### src/rtl/hu_io_pkg.sv
// Shared I/O map constants and decode helper for the HuC6280 timer block.
package hu_io_pkg;

  localparam logic [20:0] TIMER_BASE   = 21'h1FEC00;
  localparam logic [20:0] TIMER_END    = 21'h1FEFFF;
  localparam logic [20:0] IRQ_ACK_ADDR = 21'h1FF403;

  // Position of the timer request in the IRQ status byte.
  localparam int TIMER_IRQ_BIT = 2;

  // Down-counter / reload width.
  localparam int CNT_W = 7;

  // Which timer-visible register a bus address selects.
  typedef enum logic [1:0] {
    PORT_NONE = 2'd0,
    PORT_CNT  = 2'd1,
    PORT_CTL  = 2'd2,
    PORT_ACK  = 2'd3
  } tmr_port_e;

  // The two timer registers are mirrored across the whole window on addr[0].
  function automatic tmr_port_e tmr_decode(input logic [20:0] a);
    tmr_port_e p;
    p = PORT_NONE;
    if (a >= TIMER_BASE && a <= TIMER_END)
      p = a[0] ? PORT_CTL : PORT_CNT;
    else if (a == IRQ_ACK_ADDR)
      p = PORT_ACK;
    return p;
  endfunction

endpackage

### src/rtl/hu_timer_prescaler.sv
// Free-running clock divider for the interval timer; emits one tick per PRESCALE cycles.
module hu_timer_prescaler #(
  parameter int PRESCALE = 1024,
  parameter int PS_W     = 10
) (
  input  logic clk,
  input  logic rst_n,
  input  logic clear,
  input  logic en,
  output logic tick
);

  logic [PS_W-1:0] ps;

  localparam logic [PS_W-1:0] PS_LAST = PS_W'(PRESCALE - 1);

  // Tick on the last count of each prescale period, only while enabled.
  assign tick = en && (ps == PS_LAST);

  // Count 0..PRESCALE-1 while enabled; held at zero when stopped or cleared.
  always_ff @(posedge clk or negedge rst_n) begin
    if (!rst_n)
      ps <= '0;
    else if (clear || !en)
      ps <= '0;
    else if (ps == PS_LAST)
      ps <= '0;
    else
      ps <= ps + PS_W'(1);
  end

endmodule

### src/rtl/hu_timer.sv
// HuC6280 interval timer: 7-bit prescaled down-counter with level IRQ and bus read port.
module hu_timer
  import hu_io_pkg::*;
#(
  parameter int PRESCALE = 1024,
  parameter int PS_W     = 10
) (
  input  logic        clk,
  input  logic        rst_n,
  input  logic [20:0] addr,
  input  logic [7:0]  dIn,
  input  logic        re,
  input  logic        we,
  output logic [7:0]  dOut,
  output logic        hit,
  output logic        irq_timer,
  output logic        running
);

  tmr_port_e       port;
  logic            wr, rd;
  logic            wr_cnt, wr_ctl, wr_ack;
  logic            start, stop;
  logic            tick, tick_eff, underflow;
  logic [CNT_W-1:0] counter, reload, reload_nxt;
  logic [7:0]      rdata;
  logic            unused_din;

  // Top data bit has no register behind it.
  assign unused_din = dIn[7];

  assign port = tmr_decode(addr);

  // A cycle with both strobes high is treated as a bus error and ignored.
  assign wr = we && !re;
  assign rd = re && !we;

  assign wr_cnt = wr && (port == PORT_CNT);
  assign wr_ctl = wr && (port == PORT_CTL);
  assign wr_ack = wr && (port == PORT_ACK);

  // Only real enable transitions restart the prescaler; a redundant start is a no-op.
  assign start = wr_ctl &&  dIn[0] && !running;
  assign stop  = wr_ctl && !dIn[0] &&  running;

  // A stop landing on a tick cycle swallows that tick.
  assign tick_eff  = tick && !stop;
  assign underflow = tick_eff && (counter == '0);

  // An underflow coinciding with a reload write picks up the new value.
  assign reload_nxt = wr_cnt ? dIn[CNT_W-1:0] : reload;

  hu_timer_prescaler #(
    .PRESCALE (PRESCALE),
    .PS_W     (PS_W)
  ) u_ps (
    .clk   (clk),
    .rst_n (rst_n),
    .clear (start || stop),
    .en    (running),
    .tick  (tick)
  );

  // Reload latch and enable bit.
  always_ff @(posedge clk or negedge rst_n) begin
    if (!rst_n) begin
      reload  <= '0;
      running <= 1'b0;
    end else begin
      reload <= reload_nxt;
      if (wr_ctl)
        running <= dIn[0];
    end
  end

  // Down-counter: load on start, decrement per tick, reload on underflow.
  always_ff @(posedge clk or negedge rst_n) begin
    if (!rst_n)
      counter <= '0;
    else if (start)
      counter <= reload;
    else if (tick_eff)
      counter <= (counter == '0) ? reload_nxt : counter - CNT_W'(1);
  end

  // Level IRQ: set on underflow (wins over ack), cleared by ack write.
  always_ff @(posedge clk or negedge rst_n) begin
    if (!rst_n)
      irq_timer <= 1'b0;
    else if (underflow)
      irq_timer <= 1'b1;
    else if (wr_ack)
      irq_timer <= 1'b0;
  end

  // Read-data select for the addressed register.
  always_comb begin
    rdata = '0;
    case (port)
      PORT_CNT: rdata = {1'b0, counter};
      PORT_CTL: rdata = {7'b0, running};
      PORT_ACK: rdata[TIMER_IRQ_BIT] = irq_timer;
      default:  rdata = '0;
    endcase
  end

  // One-cycle registered read response; zero when not addressed.
  always_ff @(posedge clk or negedge rst_n) begin
    if (!rst_n) begin
      dOut <= '0;
      hit  <= 1'b0;
    end else if (rd && port != PORT_NONE) begin
      dOut <= rdata;
      hit  <= 1'b1;
    end else begin
      dOut <= '0;
      hit  <= 1'b0;
    end
  end

endmodule

### config.mk
export PLATFORM = sky130hd
export DESIGN_NAME = hu_timer
export DESIGN_NICKNAME = d
export VERILOG_FILES = /design/src/rtl/hu_io_pkg.sv /design/src/rtl/hu_timer_prescaler.sv /design/src/rtl/hu_timer.sv
export SDC_FILE = /design/constraint.sdc
export NUM_CORES = 1
export LEC_CHECK = 0
export CORE_UTILIZATION = 60
export DETAILED_ROUTE_END_ITERATION = 8
export DONT_BUFFER_PORTS = 1
export GPL_ROUTABILITY_DRIVEN = 0
export PLACE_DENSITY = 0.76
export SKIP_LAST_GASP = 1
export SLEW_MARGIN = 20
export SYNTH_ARGS = -nofsm -noshare
export SYNTH_HDL_FRONTEND = slang
export SYNTH_SLANG_ARGS = --single-unit
### constraint.sdc
create_clock -name clk -period 5.4 [get_ports clk]
set_input_delay 1.08 -clock clk [delete_from_list [all_inputs] [get_ports clk]]
set_output_delay 1.08 -clock clk [all_outputs]
set_load 0.01 [all_outputs]
# After elaboration in Yosys (flattened, before gate mapping)
# Cells that the tools add are included.
[totals]
output_inout_bits = 11
reg_bits = 35
in_bits = 33
wordCells = 57
[op_classes]
n_lt_le_gt_ge = 2
n_eq_ne = 5
mux = 16
addsub = 2
n_reduce_logical = 25
[op_table]
columns = ["op", "count"]
rows = [
  ["$mux 7", 4],
  ["$eq 21x21->1 const B", 1],
  ["$ge 21x21->1 const B", 1],
  ["$le 21x21->1 const B", 1],
  ["$mux 10", 2],
  ["$logic_and 1x1->1", 14],
  ["$add 10x1->10 const B", 1],
  ["$eq 10x10->1 const B", 1],
  ["$mux 8", 1],
  ["$logic_not 7->1", 1],
  ["$sub 7x1->7 const B", 1],
  ["$mux 2", 3],
  ["$reduce_bool 2->1", 3],
  ["$logic_not 1->1", 5],
  ["$eq 2x2->1 const B", 2],
  ["$mux 4", 1],
  ["$pmux 2 s2", 1],
  ["$mux 1", 3],
  ["$eq 2x1->1 const B", 1],
  ["$logic_or 1x1->1", 2],
  ["$pmux 1 s2", 1],
]

# Logic depth before layout (Yosys ltp)
# Gate-level depths: netlist (run 1).
[logic_depth]
word_depth = 11
depth_mapped = 11
mapped_depth_nobuf = 11

# Cells and area by module
# Synthesis (run 1) repeated with hierarchy kept, for this count alone.
[unflattened]
hier_cells = 183
area_unflattened_um2 = 1874.3
[by_module_without_submodules]
columns = ["mod", "area_per_inst_um2", "seq_area_each_um2", "instances", "cells_each"]
rows = [
  ["hu_timer", 1393.8, 600.6, 1, 134],
  ["hu_timer_prescaler", 480.5, 250.2, 1, 49],
]

# Least setup slack after synthesis (run 1)
# OpenSTA, ideal clock, no wires.
[synth_path]
kind = "input to register"
startpoint = "input port addr[0]"
endpoint = "register counter[6]"
arrival_ns = 2.942
required_ns = 5.277
setup_time_ns = 0.123
slack_ns = 2.335
path_stages = 11
n_path_buf = 0
path_cell_list = "inv_1 nor4_1 and4_1 a21oi_1 inv_1 ha_1 nand3b_4 mux2_4 mux2_4 a31oi_1 o21ai_1"
[synth_between]
elab_cells_between_ends = 22
classes_between = "order compare: 2; eq/ne: 3; mux: 7; reduce/logical: 10"
[synth_lines]
columns = ["element", "line_no", "rtl"]
rows = [
  ["start: declaration", "hu_timer.sv:10", "input logic [20:0] addr,"],
  ["$ge 21x21->1, or another cell as far along", "hu_io_pkg.sv:26", "if (a >= TIMER_BASE && a <= TIMER_END)"],
  ["$logic_and 1x1->1 or $mux 2 (tied branches)", "hu_io_pkg.sv:26, hu_io_pkg.sv:28", ""],
  ["$mux 2 *", "hu_io_pkg.sv:26", ""],
  ["$eq 2x1->1 *", "hu_timer.sv:38", "assign wr_cnt = wr && (port == PORT_CNT);"],
  ["$logic_and 1x1->1 *", "hu_timer.sv:38", ""],
  ["$mux 7 *", "hu_timer.sv:51", "assign reload_nxt = wr_cnt ? dIn[CNT_W-1:0] : reload;"],
  ["net reload_nxt[6]", "hu_timer.sv:25", "logic [CNT_W-1:0] counter, reload, reload_nxt;"],
  ["$mux 7 *", "hu_timer.sv:83", "counter <= (counter == '0) ? reload_nxt : counter - CNT_W'(1);"],
  ["$mux 7 *", "hu_timer.sv:82", "else if (tick_eff)"],
  ["$mux 7 *", "hu_timer.sv:80", "else if (start)"],
  ["end signal: assignment", "hu_timer.sv:81", "counter <= reload;"],
  ["end signal: assignment", "hu_timer.sv:83", ""],
  ["end: declaration", "hu_timer.sv:25", ""],
]
# The timed path passes the listed nets; every way through them passes the cells marked *. The select of a mux whose other input is x is not followed.
# A chain may end at the register's enable or synchronous reset.

# Final worst setup path (run 1)
[layout_path]
startpoint = "input port addr[18]"
endpoint = "register counter[6]"
# The elaborated chain is that of the path after synthesis.

==> metrics.md, run 1 <==
| Metric | Value |
|---|---|
| Area growth, synth to finish | 5.10% |
| Pin count of the biggest net entering global routing | 35 |
| Clock root buffer | clkbuf_4 |
| Cell Area, Synth | 1820 µm² |
| Min-delay worst type | in -> async |
| Share of cells above drive strength 1 | 0.162 |
| Gr usage total | 0.238 |
| Synth top area share | 0.469 |
| Logic pwr share | 0.010 |
| Initial DRC count | 111 |
| Die width | 57.0 µm |
| Initial Utilization | 0.647 |
| Number of flops mapped to enable cells by yosys | 0 |
| DRC | 14 |
| # resized after CTS | 0 |
| Io pins | 44 |
| Async set-reset flop share out of synthesis | 1.00 |
| Pint | 354 µW |
| Library cells used by synthesis | 47 |
| Arrival @ worst endpoint | 3.23 ns |
| Synth Area in Simple Gates | 0.244 |
| WL final | 3440 µm |
| Startpoint types | primary input |
| Final period util | 0.554 |
| Die height | 57.0 µm |
| Max_cap viols | 0 |
| Sequential element share of the synthesized area | 0.469 |
| CTS tree | yes |
| Post-Layout Inst Area | 1910 µm² |
| Flop pwr share | 0.571 |
| Largest family of logic cells by synthesized area | simple AND/OR/NAND/NOR gates |
| Failing checks | design-rule violations |
| Row count | 19 |
| Post-place setup slack | 2.07 ns |
| Worst path required time | 5.64 ns |
| Longest Clk Path Bufs | 2 |
| Routed Antenna Nets | 0 |
| Critical path type | in -> reg |
| Ys flop type | dfrtp_1 |
| Most common cell after layout, fill and taps aside | dfrtp_1 |
| Sw frac | 0.207 |
| Routed len/inst | 16.9 µm |
| Leakage power | 0.000921 µW |
| Syn_nets | 210 |
| Final Skew | 0.00896 ns |
| Syn. warnings | 0 |
| RSZ-0062 raised after global routing | no |
| CP endpoint kind | register |
| Most frequent cells in the layout | dfrtp_1 (34), nor2_1 (17), nand2_1 (11) |
| Outcome | complete, but fails checks |
| Post-Syn Area per Cell | 10.7 µm² |
| Slew HR | 0.398 |
| Initial antenna violation count | 0 |
| IO buf count | 0 |
| Achievable Freq | 334 MHz |
| Area leader, netlist | dfrtp_1 |
| Worst VDD drop | 152 µV |
| FF-to-FF setup slack | 3.49 ns |
| H-tree depth | 2 |
| Hold violation count in the final report | 0 |
| DP Area | 1830 µm² |
| Hold Buf Count CTS | 0 |
| Total die area | 3250 µm² |
| Xor/xnor cell area share of the yosys netlist | 0.0579 |
| Worst R2R End | counter[3] |
| Minimum clock period | 2.99 ns |
| Clock slew seen by the registers of the worst setup and hold paths | 0.11 ns |
| Vias post-DR | 1291 |
| TritonRoute pass-1 iters | 6 |
| Clock Latency Late Sink | 0.35 ns |
| Core Region | 2810 µm² |
| Clk sinks | 34 |
| Slew Viols, Final | 0 |
| Final HPWL DP | 2490 µm |
| Pwr dens | 234 nW/µm² |
| Mux contribution to synthesized area | 0.0593 |
| Worst setup margin | 2.41 ns |
| Overflow after GRT | 0 |
| Antenna cell count | 0 |
| R2R cell count | 6 |
| P_sw | 92.3 µW |
| Synth Area in Compound Gates | 0.0896 |
| Post-CTS Setup Bufs | 0 |
| # setup viols final | 0 |
| Worst slew pin tran | 0.900 ns |
| Vias in the first global route | 1220 |
| Clock network power share | 0.419 |
| Crit path from | addr[18] |
| Synth Area in Adders | 0.0482 |
| Vias per cell | 6.33 |
| First-pass GRT wire length | 5690 µm |
| Worst Setup EP | counter[6] |
| Reg2Reg Launch Point | u_ps.ps[0] |
| Synth Instances | 170 |
| Synth area leaders | dfrtp_1 (47%), ha_1 (4.8%), mux2_2 (3.7%), nor2_1 (3.5%), xnor2_1 (3.4%) |
| Total negative slack | 0 ns |
| Critical Path Fanout Max | 9 |
| Yosys reg bits | 34 |
| Fin nets | 212 |
| Cts bufs inserted | 5 |
-- critical path, stage by stage --
cell,delay [ns]
nand4_1,0.08
nor3_1,0.21
and3b_1,0.20
a21oi_1,0.13
inv_1,0.10
ha_1,0.32
nand3b_4,0.21
mux2_4,0.36
mux2_4,0.26
a31oi_1,0.18
o21ai_1,0.09
-- cells in the mapped netlist (2+ instances only) --
| library cell | instances |
|---|---|
| mux2_2 | 6 |
| nor4b_1 | 2 |
| xnor2_1 | 7 |
| nor4_1 | 3 |
| and3b_1 | 2 |
| buf_2 | 2 |
| a31oi_1 | 2 |
| xor2_1 | 5 |
| nand2_1 | 11 |
| and3_1 | 4 |
| mux2_4 | 2 |
| nor2_1 | 17 |
| buf_4 | 2 |
| o21ai_0 | 2 |
| o21ai_1 | 2 |
| and3_2 | 4 |
| nand3_1 | 7 |
| a21oi_1 | 9 |
| nor3b_1 | 4 |
| inv_1 | 7 |
| ha_1 | 7 |
| dfrtp_1 | 34 |
| o211ai_1 | 3 |
| nand3b_1 | 3 |
-- metal layers --
layer	global-route usage	part of all wire	up-vias
met3	0.0862	0.081	9
met5	0	0	-
met2	0.353	0.45	55
met4	0.115	0.023	0
met1	0.312	0.44	618
li1	-	-	609
-- state kept, by name, summed over array words and instances, names as in the netlist --
register / count
u_ps.ps: 10
irq_timer: 1
dOut: 7
reload: 7
running: 1
counter: 7
hit: 1
-- final cells by class --
class	instances	area, µm²
clock buffer	5	37.5
clock inverter	3	45.0
fill	225	897
inverter	7	26.3
multi-input combinational	124	910
sequential	34	851
tap	31	38.8
-- through the flow --
stage	util	hold WS [ns]	std cells	power, µW
final	0.680	0.405	204	447
after global routing	0.680	0.371	204	465
after CTS	0.680	0.391	204	453
after detailed placement	0.651	0.482	196	264
after global placement	0.651	0.468	196	264
after floorplan	-	0.454	170	265
-- power by group through the flow --
stage	registers (µW)	logic [µW]	clock network, µW
floorplan	260	4.63	0
finish	255	4.45	187
global route	255	4.83	205
global placement	260	4.33	0
detailed placement	260	4.40	0
CTS	255	4.44	193
-- cells by family after synthesis --
family	after synthesis
other	1
AND/OR/NAND/NOR	70
adder cells (fa/ha/maj)	7
buffers and inverters	12
XOR/XNOR	12
flip-flops	34
multiplexers	9
AO/OA/AOI/OAI	25
-- worst min-delay path by stage --
| stage | start | slack [ns] | endpoint |
|---|---|---|---|
| final | rst_n | 0.41 | dOut[1] |
| after detailed placement | reload[5] | 0.48 | counter[5] |
| after CTS | rst_n | 0.39 | u_ps.ps[7] |
| after global routing | rst_n | 0.37 | hit |
| after floorplan | u_ps.ps[0] | 0.45 | u_ps.ps[0] |
| after global placement | u_ps.ps[0] | 0.47 | u_ps.ps[0] |
(Power assumes the default switching activity.)
==> run 2, diff against run 1 <==
- clock period: 5.4 -> 2.82 ns (I/O delays scaled with it)
==> run 2 against run 1 <==
Against the previous run:
- the run still ends with design-rule violations left
- sequential share of layout area fell by 0.89 points
- total power rose by 78%
- sequential cell count did not move
- sequential power rose by 91%
- first-iteration DRC count fell by 32%
- final area rose by 2.0%
- global-route usage rose by 1.0 points
- routed wire length rose by 4.3%
- clock-buffer cell count rose by 1
==> metrics.md, run 2 (synthesis gave the netlist of run 1 again) <==
| Metric | Value |
|---|---|
| Outcome | complete, but fails checks (unchanged) |
| Failing checks | design-rule violations (unchanged) |
| Pin count of the biggest net entering global routing | 35 (unchanged) |
| Post-CTS Setup Bufs | 0 (unchanged) |
| Core Util, Final | 0.694 (was 0.680) |
| Critical Path Fanout Max | 8 (was 9) |
| RSZ-0062 raised after global routing | no (unchanged) |
| TritonRoute pass-1 iters | 6 (unchanged) |
| FF+latch area | 851 µm² (unchanged) |
| H-tree depth | 2 (unchanged) |
| Longest Clk Path Bufs | 2 (unchanged) |
| Slew HR | 0.660 (was 0.398) |
| R2R cell count | 5 (was 6) |
| Die height | 57.0 µm (unchanged) |
| Clock slew seen by the registers of the worst setup and hold paths | 0.11 ns (about the same) |
| Total die area | 3250 µm² (unchanged) |
| Total negative slack | 0 ns (unchanged) |
| Vias per cell | 6.24 (was 6.33) |
| Initial antenna violation count | 0 (unchanged) |
| Fin nets | 218 (was 212) |
| Logic pwr share | 0.026 (was 0.010) |
| CTS tree | yes (unchanged) |
| Flop pwr share | 0.612 (was 0.571) |
| Most common cell after layout, fill and taps aside | dfrtp_1 (unchanged) |
| Io pins | 44 (unchanged) |
| Antenna cell count | 0 (unchanged) |
| P_sw | 182 µW (was 92.3 µW) |
| # fillers | 217 (was 225) |
| Footprint of the multi-input gates | 910 µm² (unchanged) |
| Final Skew | 0.00406 ns (was 0.00896 ns) |
| Initial DRC count | 75 (was 111) |
| Arrival @ worst endpoint | 2.60 ns (was 3.23 ns) |
| Clock root buffer | clkbuf_4 (unchanged) |
| Minimum clock period | 2.37 ns |
| Clk sinks | 34 (unchanged) |
| First-pass GRT wire length | 6060 µm (was 5690 µm) |
| Final period util | 0.842 |
| Worst VDD drop | 242 µV (was 152 µV) |
| Vias in the first global route | 1315 (was 1220) |
| Worst slew pin tran | 0.508 ns (was 0.900 ns) |
| Area growth, synth to finish | 7.24% (was 5.10%) |
| Clock network power share | 0.362 (was 0.419) |
| Most flops, register | u_ps.ps (unchanged) |
| Startpoint types | primary input (unchanged) |
| Slew Viols, Final | 0 (unchanged) |
| Min-delay worst type | in -> async (unchanged) |
| Routed Antenna Nets | 0 (unchanged) |
| Clock Latency Late Sink | 0.33 ns (was 0.35 ns) |
| Final HPWL DP | 2600 µm (was 2490 µm) |
| DRC | 14 (unchanged) |
| CP endpoint kind | register (unchanged) |
| Max_cap viols | 0 (unchanged) |
| Achievable Freq | 421 MHz |
| WL final | 3590 µm (was 3440 µm) |
| Routed len/inst | 17.1 µm (was 16.9 µm) |
| Pint | 616 µW (was 354 µW) |
| Crit path cell chain | nand4_1 -> nor3_1 -> and3b_1 -> a21oi_1 -> inv_1 -> ha_1 -> nand3b_4 -> mux2_4 -> mux2_4 -> a31oi_1 -> o21ai_1 (unchanged) |
| Gr usage total | 0.249 (was 0.238) |
| Pwr dens | 410 nW/µm² (was 234 nW/µm²) |
| IO buf count | 0 (unchanged) |
| Hold violation count in the final report | 0 (unchanged) |
| Core Region | 2810 µm² (unchanged) |
| Share of cells above drive strength 1 | 0.190 (was 0.162) |
| Worst path required time | 3.05 ns (was 5.64 ns) |
| Largest register FFs | 10 (unchanged) |
| Worst path most repeated cell | mux2_4 (unchanged) |
| Initial Utilization | 0.647 (unchanged) |
| Leakage power | 0.000950 µW (was 0.000921 µW) |
| Sw frac | 0.228 (was 0.207) |
| Vias post-DR | 1310 (was 1291) |
| Max incr delay on CP | 0.34 ns (was 0.36 ns) |
| Most frequent cells in the layout | dfrtp_1 (34), nor2_1 (17), nand2_1 (11) (unchanged) |
| Cts bufs inserted | 5 (unchanged) |
| CP max stage cell | ha_1 (was mux2_4) |
| # setup viols final | 0 (unchanged) |
| Row count | 19 (unchanged) |
| Critical path type | in -> reg (unchanged) |
| Die width | 57.0 µm (unchanged) |
| Overflow after GRT | 0 (unchanged) |
run 2: cell count changes in the layout (fill, tap and decap cells not counted), sizes merged:
cell / change
bufinv: -1
buf: +6
clkbuf: +1
clkinv: +1
clkinvlp: -1
run 2: final cells by class:
class | instances | share of cell area
Clock inverter | 2 | 0.00643
Timing Repair Buffer | 6 | 0.0296
Tap cell | 31 | 0.0199
Sequential cell | 34 | 0.437
Inverter | 7 | 0.0135
Clock buffer | 6 | 0.0263
Multi-Input combinational cell | 124 | 0.467
run 2: worst max-delay path: cells and delay by family:
| kind | cells | cell delay, ns |
|---|---|---|
| buffers and inverters | 1 | 0.12 |
| muxes | 2 | 0.58 |
| and+or+nand+nor | 4 | 0.62 |
| adders and majority gates | 1 | 0.34 |
| AOI/OAI and AO/OA | 3 | 0.38 |
run 2: power by group through the flow:
stage,logic [µW],registers (µW),clock network (µW)
after floorplan,8.87,498,0
after global placement,8.36,498,0
after CTS,21.5,488,296
after global routing,23.5,488,317
after detailed placement,8.61,498,0
final,20.7,488,288
run 2: path summary, 6_finish.rpt:
| path | startpoint | to | slack (ns) |
|---|---|---|---|
| max in group asynchronous | rst_n | reload[5] | 2.61 |
| worst max-delay path | addr[18] | counter[6] | 0.45 |
| worst min register to register | u_ps.ps[0] | u_ps.ps[0] | 0.49 |
| worst max register to register | counter[5] | counter[0] | 0.88 |
| worst min-delay path | rst_n | dOut[0] | 0.05 |
| min in group clk | dIn[0] | running | 0.37 |
run 2: metrics by stage:
step	area [µm²]	total power, µW	std cells	setup WS (ns)	hold slack (ns)
global route	1950	829	210	0.272	0.0265
finish	1950	797	210	0.446	0.0452
global placement	1860	506	201	0.188	0.269
floorplan	1820	507	170	0.271	0.268
detailed placement	1860	507	201	0.109	0.269
CTS	1950	806	210	0.460	0.0431
run 2: layer usage:
| layer | share of wire | GRT usage |
|---|---|---|
| met5 | 0 | 0 |
| met4 | 0.012 | 0.0732 |
| met3 | 0.062 | 0.0794 |
| met2 | 0.49 | 0.395 |
| met1 | 0.44 | 0.329 |
run 2: timing repair:
item,4_1_cts,5_1_grt
hold buffers,1,0
endpoints found under the hold margin,34,0
gates resized for setup,0,0
==> run 3, diff against run 2 <==
- clock period: 2.82 -> 2.3 ns (I/O delays scaled with it)
==> run 3 against run 2 <==
Against the previous run:
- the flow still finishes with violations (design-rule violations)
- largest cell class unchanged
- final area grew 7.1%
- utilization up 4.9 points
- combinational power grew 40%
- register-to-register slack worse by 0.49 ns
- clock-buffer cell count is 2 higher
- sequential share of layout area decreased by 2.9 points
- clock skew grew 0.0075 ns
- sequential power grew 23%
==> metrics.md, run 3 (synthesis gave the netlist of run 1 again) <==
| Metric | Value |
|---|---|
| WL final | 3610 µm (was 3590 µm) |
| Crit path from | addr[7] (was addr[18]) |
| Placed cell count | 211 (was 201) |
| Worst R2R End | counter[3] (was counter[0]) |
| DRC | 4 (was 14) |
| FF-to-FF setup slack | 0.39 ns (was 0.88 ns) |
| Most flops, register | u_ps.ps (unchanged) |
| Total die area | 3250 µm² (unchanged) |
| Row count | 19 (unchanged) |
| Clock slew seen by the registers of the worst setup and hold paths | 0.10 ns (was 0.11 ns) |
| Post-CTS Setup Bufs | 0 (unchanged) |
| IO buf count | 0 (unchanged) |
| Initial Utilization | 0.647 (unchanged) |
| Max_cap viols | 0 (unchanged) |
| H-tree depth | 2 (unchanged) |
| Hold depth | 1 |
| # fillers | 200 (was 217) |
| Die width | 57.0 µm (unchanged) |
| Clk sinks | 34 (unchanged) |
| Share of cells above drive strength 1 | 0.274 (was 0.190) |
| Footprint of the multi-input gates | 947 µm² (was 910 µm²) |
| RSZ-0062 raised after global routing | yes (was no) |
| Clock Latency Late Sink | 0.33 ns (about the same) |
| Reg2Reg Launch Point | counter[4] (was counter[5]) |
| Non-Filler Instances | 221 (was 210) |
| Io pins | 44 (unchanged) |
| Vias per cell | 6.10 (was 6.24) |
| First-pass GRT wire length | 6380 µm (was 6060 µm) |
| Top delay family on crit path | simple AND/OR/NAND/NOR gates (unchanged) |
| Minimum clock period | 2.10 ns |
| Critical path type | in -> reg (unchanged) |
| CP bufs+invs | 0 (was 1) |
| Achievable Freq | 476 MHz |
| Die height | 57.0 µm (unchanged) |
| Initial antenna violation count | 0 (unchanged) |
| Hold violation count in the final report | 0 (unchanged) |
| TritonRoute pass-1 iters | 6 (unchanged) |
| Pin count of the biggest net entering global routing | 35 (unchanged) |
| Fin Hold WS | 0.278 ns (was 0.0452 ns) |
| Vias post-DR | 1349 (was 1310) |
| Clock root buffer | clkbuf_4 (unchanged) |
| # setup viols final | 0 (unchanged) |
| Routed Antenna Nets | 0 (unchanged) |
| Failing checks | design-rule violations (unchanged) |
| Crit path cell chain | nor4_1 -> and4_1 -> a21o_1 -> ha_1 -> nand3b_1 -> or3b_2 -> o21ai_0 -> o21ai_1 (was nand4_1 -> nor3_1 -> and3b_1 -> a21oi_1 -> inv_1 -> ha_1 -> nand3b_4 -> mux2_4 -> mux2_4 -> a31oi_1 -> o21ai_1) |
| CP endpoint kind | register (unchanged) |
| Worst path required time | 2.52 ns (was 3.05 ns) |
| Fin nets | 229 (was 218) |
| Worst Setup EP | counter[6] (unchanged) |
| Critical Path Fanout Max | 7 (was 8) |
| Vias in the first global route | 1386 (was 1315) |
| Most frequent cells in the layout | dfrtp_1 (34), nor2_1 (17), buf_4 (15) (was dfrtp_1 (34), nor2_1 (17), nand2_1 (11)) |
| Cts bufs inserted | 5 (unchanged) |
| Arrival @ worst endpoint | 2.32 ns (was 2.60 ns) |
| Area growth, synth to finish | 14.8% (was 7.24%) |
| Startpoint types | primary input (unchanged) |
| Post-place setup slack | -0.234 ns (was 0.109 ns) |
| Final HPWL DP | 2760 µm (was 2600 µm) |
| CP max stage cell | or3b_2 (was ha_1) |
| Most common cell after layout, fill and taps aside | dfrtp_1 (unchanged) |
| Longest Clk Path Bufs | 2 (unchanged) |
| Min-delay worst type | in -> reg (was in -> async) |
| R2R cell count | 4 (was 5) |
| Pwr dens | 492 nW/µm² (was 410 nW/µm²) |
| Core Region | 2810 µm² (unchanged) |
| Max incr delay on CP | 0.60 ns (was 0.34 ns) |
| Levels on crit path | 8 (was 11) |
| Worst setup margin | 0.200 ns (was 0.446 ns) |
| Antenna cell count | 0 (unchanged) |
| Leakage power | 0.00102 µW (was 0.000950 µW) |
| FF+latch area | 851 µm² (unchanged) |
| Largest register FFs | 10 (unchanged) |
| CTS tree | yes (unchanged) |
| Final period util | 0.913 |
| Overflow after GRT | 0 (unchanged) |
| Routed len/inst | 16.3 µm (was 17.1 µm) |
| Final Skew | 0.0115 ns (was 0.00406 ns) |
| Worst VDD drop | 421 µV (was 242 µV) |
| Slew Viols, Final | 0 (unchanged) |
| Outcome | complete, but fails checks (unchanged) |
| Gr usage total | 0.261 (was 0.249) |
| Initial DRC count | 72 (was 75) |
run 3: cell types whose count changed in the layout (fill, tap and decap cells not counted), moves of 2 or more:
| cell | delta |
|---|---|
| clkbuf_8 | +2 |
| buf_4 | +10 |
| nor4b_1 | -2 |
| nor4b_2 | +2 |
run 3: report_power, final:
part | total (µW) | leakage, µW | switching (µW) | internal [µW]
registers | 599 | 0.000475 | 0.755 | 598
clock network | 398 | 0.0000446 | 189 | 209
logic | 29.0 | 0.000502 | 16.4 | 12.7
total | 1030 | 0.00102 | 207 | 819
run 3: layout make-up:
class / count / share of cell area
Multi-Input combinational cell: 124 / 0.454
Clock buffer: 8 / 0.0378
Tap cell: 31 / 0.0186
Sequential cell: 34 / 0.408
Inverter: 7 / 0.0126
Timing Repair Buffer: 17 / 0.0684
run 3: repair_timing:
action                                  in CTS  in global routing
endpoints found under the hold margin       34                  0
gates resized for setup                      0                  3
endpoints found under the setup margin       0                 16
hold buffers                                 2                  0
run 3: worst reg2reg max path: cells and delay by family, from the launching register on:
kind,cells,cell delay (ns)
flip-flops,1,0.49
AND/OR/NAND/NOR,2,0.74
AO/OA/AOI/OAI,2,0.57
run 3: worst min path at each step:
stage,startpoint,end,slack (ns)
after floorplan,rst_n,counter[0],0.16
after global placement,rst_n,dOut[4],0.16
after detailed placement,rst_n,hit,0.17
after CTS,dIn[3],reload[3],0.25
after global routing,dIn[3],reload[3],0.25
final,dIn[3],reload[3],0.28
run 3: metal layers:
metal	track usage	vias up	wire [µm]
met5	0	-	0
met4	0.0976	0	33
met3	0.0816	4	157
met2	0.427	38	1900
met1	0.328	661	1520
li1	-	646	-
run 3: metrics by stage:
stage	setup TNS (ns)	instance area, µm²	util	total power, µW
after CTS	0	2080	0.740	1040
after floorplan	0	1840	-	622
after global routing	-0.0000473	2080	0.743	1070
after global placement	-1.56	1970	0.701	623
after detailed placement	-3.08	1970	0.701	623
final	0	2080	0.743	1030
